$ cat config.mk
export PLATFORM = sky130hd
export DESIGN_NAME = alu_operand_sequencer
export DESIGN_NICKNAME = d
export VERILOG_FILES = /design/src/rtl/alu_pkg.sv /design/src/rtl/rise_detect.sv /design/src/rtl/alu_operand_sequencer.sv
export SDC_FILE = /design/constraint.sdc
export NUM_CORES = 1
export LEC_CHECK = 0
export ABC_AREA = 0
export CAP_MARGIN = 10
export CELL_PAD_IN_SITES_DETAIL_PLACEMENT = 1
export CELL_PAD_IN_SITES_GLOBAL_PLACEMENT = 2
export CORE_MARGIN = 4
export CORE_UTILIZATION = 40
export DETAILED_ROUTE_END_ITERATION = 8
export DONT_BUFFER_PORTS = 1
export PLACE_DENSITY_LB_ADDON = 0.3
export SLEW_MARGIN = 20
export SYNTH_ARGS = -nofsm -noshare
export SYNTH_HDL_FRONTEND = slang
export SYNTH_SLANG_ARGS = --single-unit
$ cat constraint.sdc
create_clock -name clk -period 4.4 [get_ports clk]
set_input_delay 1.1 -clock clk [delete_from_list [all_inputs] [get_ports clk]]
set_output_delay 1.1 -clock clk [all_outputs]
set_load 0.05 [all_outputs]
$ cat src/rtl/alu_pkg.sv
`default_nettype none
// ============================================================================
// Module   : alu_pkg
// Brief    : Shared opcode, state and flag-index definitions for the ALU
//            operand sequencer.
// Revision : 1.0 - initial release
// ============================================================================
package alu_pkg;

  // ALU opcodes; anything above ALU_OP_MAX is rejected by the sequencer
  localparam logic [3:0] ALU_ADD    = 4'd0;
  localparam logic [3:0] ALU_SUB    = 4'd1;
  localparam logic [3:0] ALU_AND    = 4'd2;
  localparam logic [3:0] ALU_OR     = 4'd3;
  localparam logic [3:0] ALU_NOT    = 4'd4;
  localparam logic [3:0] ALU_XOR    = 4'd5;
  localparam logic [3:0] ALU_OP_MAX = ALU_XOR;

  // Bit positions inside the captured flag word {N,Z,C,V}
  localparam int FLAG_V = 0;
  localparam int FLAG_C = 1;
  localparam int FLAG_Z = 2;
  localparam int FLAG_N = 3;

  // Sequencer states; encoding is exported on the LED port
  typedef enum logic [2:0] {
    LOAD_A  = 3'd0,
    LOAD_B  = 3'd1,
    LOAD_OP = 3'd2,
    EXEC    = 3'd3,
    HOLD    = 3'd4
  } state_t;

  // True when the opcode is one the ALU implements
  function automatic logic op_is_legal(input logic [3:0] op);
    return (op <= ALU_OP_MAX);
  endfunction

endpackage
`default_nettype wire

$ cat src/rtl/rise_detect.sv
`default_nettype none
// ============================================================================
// Module   : rise_detect
// Brief    : Single-flop rising-edge detector with a configurable reset value.
//            Resetting to 1 suppresses a pulse for a level held through reset.
// Revision : 1.0 - initial release
// ============================================================================
module rise_detect #(
  parameter logic RST_VAL = 1'b1
) (
  input  logic clk,
  input  logic rst_n,
  input  logic i_level,
  output logic o_pulse
);

  logic r_level_q;

  // Remember the previous level of the input
  always_ff @(posedge clk or negedge rst_n) begin
    if (!rst_n) begin
      r_level_q <= RST_VAL;
    end else begin
      r_level_q <= i_level;
    end
  end

  assign o_pulse = i_level & ~r_level_q;

endmodule
`default_nettype wire

$ cat src/rtl/alu_operand_sequencer.sv
`default_nettype none
// ============================================================================
// Module   : alu_operand_sequencer
// Brief    : Loads A, B and opcode/carry-in from the switch bus over successive
//            enter presses, runs one ALU execute cycle, captures result and
//            flags, and supports chaining the result back in as the next A.
//            NBits must be at least 5 (cin lives in data_in[4]).
// Revision : 1.0 - initial release
// ============================================================================
module alu_operand_sequencer
  import alu_pkg::*;
#(
  parameter int NBits = 8
) (
  input  logic             clk,
  input  logic             rst_n,
  input  logic [NBits-1:0] data_in,
  input  logic             enter,
  input  logic             clear,
  output logic [NBits-1:0] alu_a,
  output logic [NBits-1:0] alu_b,
  output logic [3:0]       alu_sel,
  output logic             alu_cin,
  input  logic [NBits-1:0] alu_result,
  input  logic             alu_zero,
  input  logic             alu_negative,
  input  logic             alu_carry,
  input  logic             alu_overflow,
  output logic [NBits-1:0] res_q,
  output logic [3:0]       flags_q,
  output logic             res_valid,
  output logic             op_err,
  output logic [7:0]       op_count,
  output logic [2:0]       state_o
);

  logic             w_enter_pulse;
  logic [3:0]       w_flags;

  state_t           r_state;
  logic [NBits-1:0] r_alu_a;
  logic [NBits-1:0] r_alu_b;
  logic [3:0]       r_alu_sel;
  logic             r_alu_cin;
  logic [NBits-1:0] r_res_q;
  logic [3:0]       r_flags_q;
  logic             r_res_valid;
  logic             r_op_err;
  logic [7:0]       r_op_count;

  // Reset value 1 so a button held through reset does not count as a press
  rise_detect #(
    .RST_VAL (1'b1)
  ) u_enter_edge (
    .clk     (clk),
    .rst_n   (rst_n),
    .i_level (enter),
    .o_pulse (w_enter_pulse)
  );

  always_comb begin
    w_flags         = 4'b0000;
    w_flags[FLAG_N] = alu_negative;
    w_flags[FLAG_Z] = alu_zero;
    w_flags[FLAG_C] = alu_carry;
    w_flags[FLAG_V] = alu_overflow;
  end

  // Operand-capture state machine with registered ALU drive and result outputs
  always_ff @(posedge clk or negedge rst_n) begin
    if (!rst_n) begin
      r_state     <= LOAD_A;
      r_alu_a     <= '0;
      r_alu_b     <= '0;
      r_alu_sel   <= 4'd0;
      r_alu_cin   <= 1'b0;
      r_res_q     <= '0;
      r_flags_q   <= 4'd0;
      r_res_valid <= 1'b0;
      r_op_err    <= 1'b0;
      r_op_count  <= 8'd0;
    end else begin
      r_op_err <= 1'b0;
      if (clear) begin
        // Abort wins over any press in the same cycle; op_count survives
        r_state     <= LOAD_A;
        r_alu_a     <= '0;
        r_alu_b     <= '0;
        r_alu_sel   <= 4'd0;
        r_alu_cin   <= 1'b0;
        r_res_q     <= '0;
        r_flags_q   <= 4'd0;
        r_res_valid <= 1'b0;
      end else begin
        case (r_state)
          LOAD_A: begin
            if (w_enter_pulse) begin
              r_alu_a     <= data_in;
              r_res_valid <= 1'b0;
              r_state     <= LOAD_B;
            end
          end
          LOAD_B: begin
            if (w_enter_pulse) begin
              r_alu_b <= data_in;
              r_state <= LOAD_OP;
            end
          end
          LOAD_OP: begin
            if (w_enter_pulse) begin
              if (op_is_legal(data_in[3:0])) begin
                r_alu_sel <= data_in[3:0];
                r_alu_cin <= data_in[4];
                r_state   <= EXEC;
              end else begin
                r_op_err <= 1'b1;
              end
            end
          end
          EXEC: begin
            // Operands have been stable on the ALU for a full cycle here
            r_res_q     <= alu_result;
            r_flags_q   <= w_flags;
            r_res_valid <= 1'b1;
            r_op_count  <= r_op_count + 8'd1;
            r_state     <= HOLD;
          end
          HOLD: begin
            if (w_enter_pulse) begin
              r_alu_a     <= r_res_q;
              r_res_valid <= 1'b0;
              r_state     <= LOAD_B;
            end
          end
          default: begin
            r_state <= LOAD_A;
          end
        endcase
      end
    end
  end

  assign alu_a     = r_alu_a;
  assign alu_b     = r_alu_b;
  assign alu_sel   = r_alu_sel;
  assign alu_cin   = r_alu_cin;
  assign res_q     = r_res_q;
  assign flags_q   = r_flags_q;
  assign res_valid = r_res_valid;
  assign op_err    = r_op_err;
  assign op_count  = r_op_count;
  assign state_o   = r_state;

endmodule
`default_nettype wire

======== Word-level counts from Yosys, hierarchy flattened ========
Index checks and enable logic that the tools add are counted.
word-level totals
  register bits after elaboration ......... 47
  input port bits ......................... 24
  output and inout bits ................... 46
  logic and storage cells ................. 72
operators by class
  $add $sub $neg .......................... 1
  $lt $le $gt $ge ......................... 1
  eq/ne operators ......................... 10
  mux-type cells .......................... 31
  bitwise logic cells ..................... 3
  reduce and logical (&&, ||, !) cells .... 15
operators with widths
  operator                                                               number
  8-bit two-way mux                                                      7
  4-bit two-way mux                                                      6
  8-bit one-hot mux with 2 select lines                                  1
  3-bit two-way mux                                                      5
  3-bit by 2-bit != test with 1-bit output, second input constant        4
  3-bit one-hot mux with 4 select lines                                  1
  1-bit two-way mux                                                      10
  2-bit nonzero test                                                     5
  8-bit by 1-bit adder with 8-bit output, second input constant          1
  3-bit by 2-bit equality test with 1-bit output, second input constant  2
  2-bit AND reduction                                                    3
  3-bit AND reduction                                                    2
  3-bit nonzero test                                                     2
  4-bit by 3-bit <= comparator with 1-bit output, second input constant  1
  4-bit AND reduction                                                    1
  3-bit by 1-bit equality test with 1-bit output, second input constant  1
  3-bit equality test, second input constant                             1
  3-bit zero test                                                        1
  3-bit by 1-bit != test with 1-bit output, second input constant        1
  3-bit != test, second input constant                                   1
  1-bit inverter                                                         2
  1-bit one-hot mux with 2 select lines                                  1
  2-bit OR reduction                                                     1
  1-bit bitwise AND                                                      1

======== Depth between registers and ports, before layout ========
Gate-level depths: netlist of the first run.
  depth in word-level cells ............... 5
  mapped depth ............................ 6
  mapped depth without buffers ............ 4

======== Hierarchy ========
A second synthesis of the first run with hierarchy kept.
second synthesis, totals
  cell total of the unflattened synthesis .. 185
  area, all modules ....................... 2132.0 um^2
by module, submodules not included
  module                 instances  cells an instance  area an instance (um^2)  sequential area each (um^2)
  alu_operand_sequencer  1          183                2092.0                   1151.1
  rise_detect            1          2                  40.0                     26.3

======== Least setup slack after synthesis of the first run ========
Ideal clock, no wire load.
  path type ............................... input to register
  start point ............................. input enter
  end point ............................... register r_alu_b[0] (netlist: alu_b[0])
  library setup time ...................... 0.132 ns
  data arrival time ....................... 1.946 ns
  required time ........................... 4.268 ns
  setup slack ............................. 2.323 ns
  stages on the path ...................... 4
  path buffers ............................ 0
  path through ............................ nand2b_1 nor4_4 mux2i_1 nor2_1
between the ends
  longest elaborated chain between the ends .. 3
RTL lines
  item                                  line                          RTL
  start: declaration                    alu_operand_sequencer.sv:18   input logic enter,
  1-bit bitwise AND                     rise_detect.sv:28             assign o_pulse = i_level & ~r_level_q;
  2-bit nonzero test (no source line)   --
  2-bit AND reduction (no source line)  --
  end signal: assignment                alu_operand_sequencer.sv:105  r_alu_b <= data_in;
  end: declaration                      alu_operand_sequencer.sv:42   logic [NBits-1:0] r_alu_b;
Every way passes these cells.
A chain may end at the register's enable or synchronous reset.

======== Worst setup path in the final report of the first run ========
  start point ............................. register r_state[1] (netlist: state_o[1])
  end point ............................... output state_o[1]
RTL lines
  item                      line                          RTL
  start: declaration        alu_operand_sequencer.sv:40   state_t r_state;
  start signal: assignment  alu_operand_sequencer.sv:72   r_state <= LOAD_A;
  start signal: assignment  alu_operand_sequencer.sv:86   r_state <= LOAD_A;
  start signal: assignment  alu_operand_sequencer.sv:100  r_state <= LOAD_B;
  end: declaration          alu_operand_sequencer.sv:34   output logic [2:0] state_o
No word-level cell between the ends.

==> flow_summary.html, run 1 <==
<table>
<tr><th>Metric</th><th>Value</th></tr>
<tr><th colspan="2">Cells and area</th></tr>
<tr><td>Growth of design area from synthesis to finish</td><td>6.72%</td></tr>
<tr><td>Post-layout net count</td><td>210</td></tr>
<tr><td>Count of antenna diodes in the layout</td><td>0</td></tr>
<tr><td>Finished Cell Area</td><td>2130 µm²</td></tr>
<tr><td>Non-Filler Instances</td><td>253</td></tr>
<tr><td>Utilization after layout</td><td>0.444</td></tr>
<tr><td>Ratio of cells with drive above 1 in the final layout</td><td>0.0591</td></tr>
<tr><th colspan="2">STA</th></tr>
<tr><td>Worst slew pin tran</td><td>0.839 ns</td></tr>
<tr><td>Fmax</td><td>447 MHz</td></tr>
<tr><td>Worst relative slew slack</td><td>0.440</td></tr>
<tr><td>Finish-stage setup viols</td><td>0</td></tr>
<tr><td>Final-layout worst hold slack</td><td>0.492 ns</td></tr>
<tr><td>Count of final hold-check violations</td><td>0</td></tr>
<tr><td>Worst setup margin</td><td>2.16 ns</td></tr>
<tr><td>Fraction of the cycle the final worst path needs</td><td>0.509</td></tr>
<tr><td>Setup total negative slack</td><td>0 ns</td></tr>
<tr><td>Minimum clock period</td><td>2.24 ns</td></tr>
<tr><td>Count of pins over their slew limit</td><td>0</td></tr>
<tr><td>Unrepaired setup endpoints after global routing</td><td>false</td></tr>
<tr><td>Clk_skew</td><td>0.00741 ns</td></tr>
<tr><th colspan="2">Critical path</th></tr>
<tr><td>Reg2Reg Capture Point</td><td>op_count[7]$_DFFE_PN0P_</td></tr>
<tr><td>Source of the worst register-to-register timing path</td><td>state_o[1]$_DFFE_PN0P_</td></tr>
<tr><td>Cell count of the worst reg-to-reg path</td><td>4</td></tr>
<tr><td>Crit. End Element</td><td>primary output</td></tr>
<tr><td>Launch point of the critical path</td><td>state_o[1]$_DFFE_PN0P_</td></tr>
<tr><td>Worst setup path category</td><td>reg2out</td></tr>
<tr><td>Setup slack of the most critical reg-to-reg path</td><td>2.20 ns</td></tr>
<tr><td>Worst Path Max Fanout</td><td>11</td></tr>
<tr><td>Crit path required time</td><td>3.30 ns</td></tr>
<tr><td>Arrival time at the worst endpoint</td><td>1.14 ns</td></tr>
<tr><td>Launching element type of the critical path</td><td>register</td></tr>
<tr><th colspan="2">Global routing</th></tr>
<tr><td>Number of global-route vias before repair</td><td>1452</td></tr>
<tr><td>Pin count of the biggest net entering global routing</td><td>48</td></tr>
<tr><td>Overall global routing resource usage</td><td>0.173</td></tr>
<tr><td>Wire length of the first global-routing pass</td><td>8120 µm</td></tr>
<tr><td>Initial antenna violation count</td><td>0</td></tr>
<tr><td>Final global-route overflow total</td><td>0</td></tr>
<tr><th colspan="2">Synth</th></tr>
<tr><td>Main synth FF type</td><td>sky130_fd_sc_hd__dfrtp_1</td></tr>
<tr><td>Netlist area before placement</td><td>1990 µm²</td></tr>
<tr><td>Most area-hungry cell type in the Yosys netlist</td><td>sky130_fd_sc_hd__dfrtp_1</td></tr>
<tr><td>Synthesized flop and latch total</td><td>47</td></tr>
<tr><td>Top cells by area in the synthesized netlist</td><td>sky130_fd_sc_hd__dfrtp_1 (58%), sky130_fd_sc_hd__mux2i_1 (10%), sky130_fd_sc_hd__nand2_1 (7.2%)</td></tr>
<tr><td>Portion of synthesized cell area occupied by the leading cell type</td><td>0.578</td></tr>
<tr><td>Leading post-synthesis cells by instance count</td><td>sky130_fd_sc_hd__dfrtp_1 (46), sky130_fd_sc_hd__nand2_1 (38), sky130_fd_sc_hd__mux2i_1 (20)</td></tr>
<tr><td>Most frequent cell after synthesis</td><td>sky130_fd_sc_hd__dfrtp_1</td></tr>
<tr><td>Sequential-to-total area share from yosys stat</td><td>0.591</td></tr>
<tr><td>Share of synthesized registers carrying an async set or reset</td><td>1.00</td></tr>
<tr><td>Post-Syn Nets</td><td>211</td></tr>
<tr><td>Number of flops mapped to enable cells by yosys</td><td>0</td></tr>
<tr><td>Number of warnings printed during yosys synthesis</td><td>0</td></tr>
<tr><td>Number of distinct library cells after synthesis</td><td>33</td></tr>
<tr><td>Number of instances in the synthesized netlist</td><td>186</td></tr>
<tr><td>Post-Syn Area per Cell</td><td>10.7 µm²</td></tr>
<tr><th colspan="2">Power and ir drop</th></tr>
<tr><td>Int Power</td><td>566 µW</td></tr>
<tr><td>Fraction of power consumed by combinational cells</td><td>0.038</td></tr>
<tr><td>NetSw</td><td>201 µW</td></tr>
<tr><td>Seq pwr share</td><td>0.638</td></tr>
<tr><td>Proportion of total power due to net switching</td><td>0.262</td></tr>
<tr><td>Clock network fraction of design power</td><td>0.324</td></tr>
<tr><td>VDD IR-drop max</td><td>0.137 mV</td></tr>
<tr><td>Overall power after layout</td><td>767 µW</td></tr>
<tr><td>Total power per unit cell area</td><td>361 nW/µm²</td></tr>
<tr><td>Leakage power</td><td>0.932 nW</td></tr>
<tr><th colspan="2">Clock tree</th></tr>
<tr><td>Root cell of the clock tree</td><td>sky130_fd_sc_hd__clkbuf_8</td></tr>
<tr><td>Worst-skew pair later-pin latency</td><td>0.29 ns</td></tr>
<tr><td>Hold buffer count at cts</td><td>0</td></tr>
<tr><td>H-tree level count</td><td>2</td></tr>
<tr><td># Post-CTS Setup Buffers</td><td>0</td></tr>
<tr><td>Resize count post-CTS</td><td>0</td></tr>
<tr><td>Clock buffer depth</td><td>2</td></tr>
<tr><td>Number of clock buffers inserted by TritonCTS</td><td>5</td></tr>
<tr><td>Clock sink count</td><td>47</td></tr>
<tr><td>Clk pin slew, worst setup/hold paths</td><td>0.08 ns</td></tr>
<tr><td>CTS tree</td><td>done</td></tr>
<tr><th colspan="2">Routing</th></tr>
<tr><td>Via total after detailed routing</td><td>1346</td></tr>
<tr><td>Detailed Routing Iterations Pass 1</td><td>4</td></tr>
<tr><td>Avg WL per Cell</td><td>19.7 µm</td></tr>
<tr><td>DRC violation total after the first TritonRoute iteration</td><td>27</td></tr>
<tr><td>Routed wire length</td><td>4980 µm</td></tr>
<tr><td>Post-DR vias/cell</td><td>5.32</td></tr>
<tr><td>Antenna-violating nets left</td><td>0</td></tr>
<tr><td>Count of unresolved DRC violations after routing</td><td>0</td></tr>
<tr><th colspan="2">Outcome</th></tr>
<tr><td>Outcome</td><td>completed</td></tr>
<tr><th colspan="2">Placement</th></tr>
<tr><td>Routability-driven placement congestion ratio</td><td>0.720</td></tr>
<tr><td>Post-Place Setup Slack</td><td>1.63 ns</td></tr>
<tr><td>Buffers on Ports</td><td>0</td></tr>
<tr><td>Total half-perimeter wirelength after legalization and detailed placement</td><td>3690 µm</td></tr>
<tr><td>Post-Place Cells</td><td>245</td></tr>
<tr><td>Instance area after placement</td><td>2040 µm²</td></tr>
<tr><th colspan="2">Job</th></tr>
<tr><td>Maximum capacitance violations</td><td>0</td></tr>
<tr><th colspan="2">Floorplan</th></tr>
<tr><td>Die outline area</td><td>6170 µm²</td></tr>
<tr><td>Die height</td><td>78.6 µm</td></tr>
<tr><td>Num ports</td><td>70</td></tr>
<tr><td>Floorplan core area</td><td>4790 µm²</td></tr>
<tr><td>Starting Density</td><td>0.416</td></tr>
<tr><td>Site row count</td><td>25</td></tr>
<tr><td>Die X-Extent</td><td>78.6 µm</td></tr>
<tr><th colspan="2">Min path</th></tr>
<tr><td>Type of the tightest min-delay check</td><td>in2async</td></tr>
</table>
[area by class of cell]
class,instances,area (µm²)
tap,67,83.8
sequential,47,1180
clock buffer,7,76.3
multi-input combinational,130,779
fill,536,2660
inverter,1,3.75
clock inverter,1,5.00
[cell families after synthesis]
| kind of cell | synth area share |
|---|---|
| multiplexers | 0.106 |
| XOR/XNOR | 0.0308 |
| AO/OA/AOI/OAI | 0.0748 |
| flip-flops | 0.591 |
| adder cells (fa/ha/maj) | 0.00628 |
| buffers and inverters | 0.0207 |
| AND/OR/NAND/NOR | 0.170 |
[worst max-delay path by stage]
| stage | cells past startpoint | endpoint | slack (ns) |
|---|---|---|---|
| after floorplan | 4 | alu_b[0]$_DFFE_PN0P_ | 2.32 |
| after global placement | 4 | op_count[7]$_DFFE_PN0P_ | 1.84 |
| after detailed placement | 4 | op_count[7]$_DFFE_PN0P_ | 1.63 |
| after CTS | 4 | op_count[7]$_DFFE_PN0P_ | 1.87 |
| after global routing | 4 | op_count[6]$_DFFE_PN0P_ | 1.98 |
| final | 0 | state_o[1] | 2.16 |
[sequential cells by signal (all words and copies together), names as in the netlist]
register	flops
u_enter_edge.r_level_q	1
res_q	8
alu_b	8
op_count	8
res_valid	1
state_o	3
alu_a	8
flags_q	4
alu_sel	4
alu_cin	1
op_err	1
[power by group through the flow]
stage / sequential (mW) / clock [mW] / combinational [mW]
after floorplan: 0.494 / 0 / 0.0281
after detailed placement: 0.499 / 0 / 0.0294
after CTS: 0.490 / 0.261 / 0.0294
after global placement: 0.498 / 0 / 0.0284
after global routing: 0.492 / 0.280 / 0.0331
final: 0.490 / 0.248 / 0.0290
[cell usage in the layout, fill, tap and decap left out, types with 2 or more instances in the layout]
master / n
sky130_fd_sc_hd__nor2b_1: 2
sky130_fd_sc_hd__clkbuf_8: 5
sky130_fd_sc_hd__nor2_1: 17
sky130_fd_sc_hd__nand4_1: 3
sky130_fd_sc_hd__xor2_1: 3
sky130_fd_sc_hd__xnor2_1: 4
sky130_fd_sc_hd__o21ai_0: 8
sky130_fd_sc_hd__nand2_1: 38
sky130_fd_sc_hd__dfrtp_1: 46
sky130_fd_sc_hd__a21oi_1: 17
sky130_fd_sc_hd__clkbuf_1: 2
sky130_fd_sc_hd__mux2i_1: 20
sky130_fd_sc_hd__nor3_1: 2
[layer usage]
| layer | wire length (µm) | global-route usage | up-vias |
|---|---|---|---|
| li1 | - | - | 625 |
| met1 | 1880 | 0.201 | 665 |
| met2 | 2500 | 0.289 | 48 |
| met3 | 507 | 0.0745 | 8 |
| met4 | 84 | 0.0542 | 0 |
| met5 | 0 | 0 | - |
Power figures use the tool's default switching activity.
==> inputs of run 2 (changes only) <==
- CORE_UTILIZATION: 40 -> 37
- clock period: 4.4 -> 2.19 ns (I/O delays scaled with it)
==> run 2 against run 1 <==
  * Utilization fell by 1.1 points
  * Sequential share of layout area fell by 2.8 points
  * Final cell count grew 4.3%
  * Routed wire length is 2.5% higher
  * Combinational power grew to 3.3 times the previous value
  * First-iteration DRC count up 19%
  * Non-clock buffer count increased by 8
  * Critical path type is now reg2reg
  * Largest power group unchanged
  * Highest routed layer unchanged
==> flow_summary.html, run 2 (synthesis results as in run 1) <==
<table>
<tr><th>Metric</th><th>Value</th></tr>
<tr><th colspan="2">Outcome</th></tr>
<tr><td>Outcome</td><td>completed</td></tr>
<tr><th colspan="2">Floorplan</th></tr>
<tr><td>Die height</td><td>81.4 µm</td></tr>
<tr><td>Site row count</td><td>26</td></tr>
<tr><td>Floorplan core area</td><td>5170 µm²</td></tr>
<tr><td>Die outline area</td><td>6620 µm²</td></tr>
<tr><td>Die X-Extent</td><td>81.4 µm</td></tr>
<tr><td>Starting Density</td><td>0.385</td></tr>
<tr><td>Num ports</td><td>70</td></tr>
<tr><th colspan="2">Routing</th></tr>
<tr><td>Post-DR vias/cell</td><td>5.25</td></tr>
<tr><td>Via total after detailed routing</td><td>1386</td></tr>
<tr><td>Detailed Routing Iterations Pass 1</td><td>4</td></tr>
<tr><td>Routed wire length</td><td>5100 µm</td></tr>
<tr><td>Avg WL per Cell</td><td>19.3 µm</td></tr>
<tr><td>Count of unresolved DRC violations after routing</td><td>0</td></tr>
<tr><td>Antenna-violating nets left</td><td>0</td></tr>
<tr><td>DRC violation total after the first TritonRoute iteration</td><td>32</td></tr>
<tr><th colspan="2">Critical path</th></tr>
<tr><td>Category of cells accounting for the largest share of critical-path delay</td><td>simple AND/OR/NAND/NOR gates</td></tr>
<tr><td>Slowest cell on crit path</td><td>sky130_fd_sc_hd__dfrtp_1</td></tr>
<tr><td>Max incr delay on CP</td><td>0.52 ns</td></tr>
<tr><td>Cells along the critical path</td><td>nor2_1 -&gt; and2_1 -&gt; buf_4 -&gt; mux2i_1 -&gt; o21ai_0</td></tr>
<tr><td>Launch point of the critical path</td><td>state_o[1]$_DFFE_PN0P_</td></tr>
<tr><td>Crit path required time</td><td>2.36 ns</td></tr>
<tr><td>Buffering stage count on the worst path with inverters included</td><td>1</td></tr>
<tr><td>Worst setup path category</td><td>reg2reg</td></tr>
<tr><td>Arrival time at the worst endpoint</td><td>1.87 ns</td></tr>
<tr><td>Crit. End Element</td><td>register</td></tr>
<tr><td>Worst Path Max Fanout</td><td>11</td></tr>
<tr><td>Source of the worst register-to-register timing path</td><td>state_o[1]$_DFFE_PN0P_</td></tr>
<tr><td>Launching element type of the critical path</td><td>register</td></tr>
<tr><th colspan="2">STA</th></tr>
<tr><td>Clk_skew</td><td>0.00446 ns</td></tr>
<tr><td>Worst relative slew slack</td><td>0.493</td></tr>
<tr><td>Unrepaired setup endpoints after global routing</td><td>false</td></tr>
<tr><td>Fmax</td><td>590 MHz</td></tr>
<tr><td>Fraction of the cycle the final worst path needs</td><td>0.774</td></tr>
<tr><td>Worst slew pin tran</td><td>0.761 ns</td></tr>
<tr><td>Count of pins over their slew limit</td><td>0</td></tr>
<tr><td>Setup total negative slack</td><td>0 ns</td></tr>
<tr><td>Count of final hold-check violations</td><td>0</td></tr>
<tr><td>Finish-stage setup viols</td><td>0</td></tr>
<tr><td>Minimum clock period</td><td>1.69 ns</td></tr>
<tr><th colspan="2">Power and ir drop</th></tr>
<tr><td>Clock network fraction of design power</td><td>0.382</td></tr>
<tr><td>VDD IR-drop max</td><td>0.330 mV</td></tr>
<tr><td>Seq pwr share</td><td>0.563</td></tr>
<tr><td>Fraction of power consumed by combinational cells</td><td>0.055</td></tr>
<tr><td>Int Power</td><td>1.29 mW</td></tr>
<tr><td>Overall power after layout</td><td>1.73 mW</td></tr>
<tr><td>Total power per unit cell area</td><td>772 nW/µm²</td></tr>
<tr><td>NetSw</td><td>437 µW</td></tr>
<tr><td>Proportion of total power due to net switching</td><td>0.253</td></tr>
<tr><td>Leakage power</td><td>1.00 nW</td></tr>
<tr><th colspan="2">Clock tree</th></tr>
<tr><td>CTS tree</td><td>done</td></tr>
<tr><td>Clock sink count</td><td>47</td></tr>
<tr><td>Number of clock buffers inserted by TritonCTS</td><td>5</td></tr>
<tr><td>Worst-skew pair later-pin latency</td><td>0.30 ns</td></tr>
<tr><td>Clk pin slew, worst setup/hold paths</td><td>0.09 ns</td></tr>
<tr><td>H-tree level count</td><td>2</td></tr>
<tr><td>Root cell of the clock tree</td><td>sky130_fd_sc_hd__clkbuf_8</td></tr>
<tr><td>Clock buffer depth</td><td>2</td></tr>
<tr><th colspan="2">Global routing</th></tr>
<tr><td>Wire length of the first global-routing pass</td><td>7940 µm</td></tr>
<tr><td>Overall global routing resource usage</td><td>0.162</td></tr>
<tr><td>Initial antenna violation count</td><td>0</td></tr>
<tr><td>Final global-route overflow total</td><td>0</td></tr>
<tr><td>Pin count of the biggest net entering global routing</td><td>47</td></tr>
<tr><td>Number of global-route vias before repair</td><td>1526</td></tr>
<tr><th colspan="2">Cells and area</th></tr>
<tr><td>Post-layout net count</td><td>218</td></tr>
<tr><td>Count of antenna diodes in the layout</td><td>0</td></tr>
<tr><td>Leading cell type in the layout, fill and taps excluded</td><td>sky130_fd_sc_hd__dfrtp_1</td></tr>
<tr><td>Non-Filler Instances</td><td>264</td></tr>
<tr><td>Number of fill cells</td><td>557</td></tr>
<tr><td>Growth of design area from synthesis to finish</td><td>12.4%</td></tr>
<tr><td>Most frequent cells in the layout</td><td>sky130_fd_sc_hd__dfrtp_1 (46), sky130_fd_sc_hd__nand2_1 (38), sky130_fd_sc_hd__mux2i_1 (20), sky130_fd_sc_hd__a21oi_1 (17), sky130_fd_sc_hd__nor2_1 (17)</td></tr>
<tr><td>Ratio of cells with drive above 1 in the final layout</td><td>0.103</td></tr>
<tr><th colspan="2">Placement</th></tr>
<tr><td>Routability-driven placement congestion ratio</td><td>0.739</td></tr>
<tr><td>Post-Place Cells</td><td>255</td></tr>
<tr><td>Total half-perimeter wirelength after legalization and detailed placement</td><td>3710 µm</td></tr>
<tr><td>Buffers on Ports</td><td>0</td></tr>
<tr><th colspan="2">Min path</th></tr>
<tr><td>Type of the tightest min-delay check</td><td>in2async</td></tr>
<tr><th colspan="2">Job</th></tr>
<tr><td>Maximum capacitance violations</td><td>0</td></tr>
</table>
-- run 2: worst register-to-register path: cells and delay by family, from the launching register on --
kind | cells | cell delay, ns
compound gates | 1 | 0.10
mux | 1 | 0.22
flops | 1 | 0.52
simple gates | 2 | 0.53
buf+inv | 1 | 0.21
-- run 2: area by class of cell --
| cell class | count | area, µm² | area share |
|---|---|---|---|
| Sequential cell | 47 | 1180 | 0.526 |
| Multi-Input combinational cell | 130 | 773 | 0.345 |
| Tap cell | 70 | 87.6 | 0.0391 |
| Clock buffer | 6 | 82.6 | 0.0369 |
| Timing Repair Buffer | 8 | 80.1 | 0.0358 |
| Clock inverter | 2 | 35.0 | 0.0156 |
| Inverter | 1 | 3.75 | 0.00168 |
-- run 2: final timing paths --
| check | endpoint | slack, ns | cells past startpoint |
|---|---|---|---|
| max in group asynchronous | alu_a[1]$_DFFE_PN0P_ | 1.88 | 1 |
| min | op_count[6]$_DFFE_PN0P_ | 0.08 | 1 |
| max reg2reg | alu_a[5]$_DFFE_PN0P_ | 0.50 | 5 |
| max | alu_a[5]$_DFFE_PN0P_ | 0.50 | 5 |
| min in group clk | u_enter_edge.r_level_q$_DFF_PN1_ | 0.24 | 0 |
| min reg2reg | state_o[1]$_DFFE_PN0P_ | 0.65 | 1 |
-- run 2: metal layers --
layer | global-route usage | vias up | share of wire
met3 | 0.0787 | 5 | 0.11
met5 | 0 | - | 0
met1 | 0.194 | 690 | 0.41
li1 | - | 638 | -
met4 | 0.0456 | 0 | 0.012
met2 | 0.258 | 53 | 0.46
-- run 2: power by group through the flow --
stage	Combinational (mW)	Clock, mW	Sequential (mW)
CTS	0.0974	0.671	0.975
detailed placement	0.0745	0	0.993
global route	0.107	0.708	0.978
global placement	0.0702	0	0.992
finish	0.0945	0.661	0.975
floorplan	0.0565	0	0.993
-- run 2: timing repair --
| action | in CTS | in global routing |
|---|---|---|
| buffers inserted | 0 | 0 |
| gates resized for setup | 0 | 0 |
| hold buffers | 1 | 0 |
| hold endpoints to repair | 46 | 0 |
-- run 2: metrics by stage --
step                cell area (µm²)  hold WS [ns]   util  setup WS [ns]
global placement               2090         0.253  0.405          0.550
finish                         2240        0.0780  0.433          0.496
floorplan                      1990         0.252      -          0.410
detailed placement             2090         0.253  0.405          0.478
CTS                            2240        0.0744  0.433          0.493
global route                   2240        0.0608  0.433          0.325
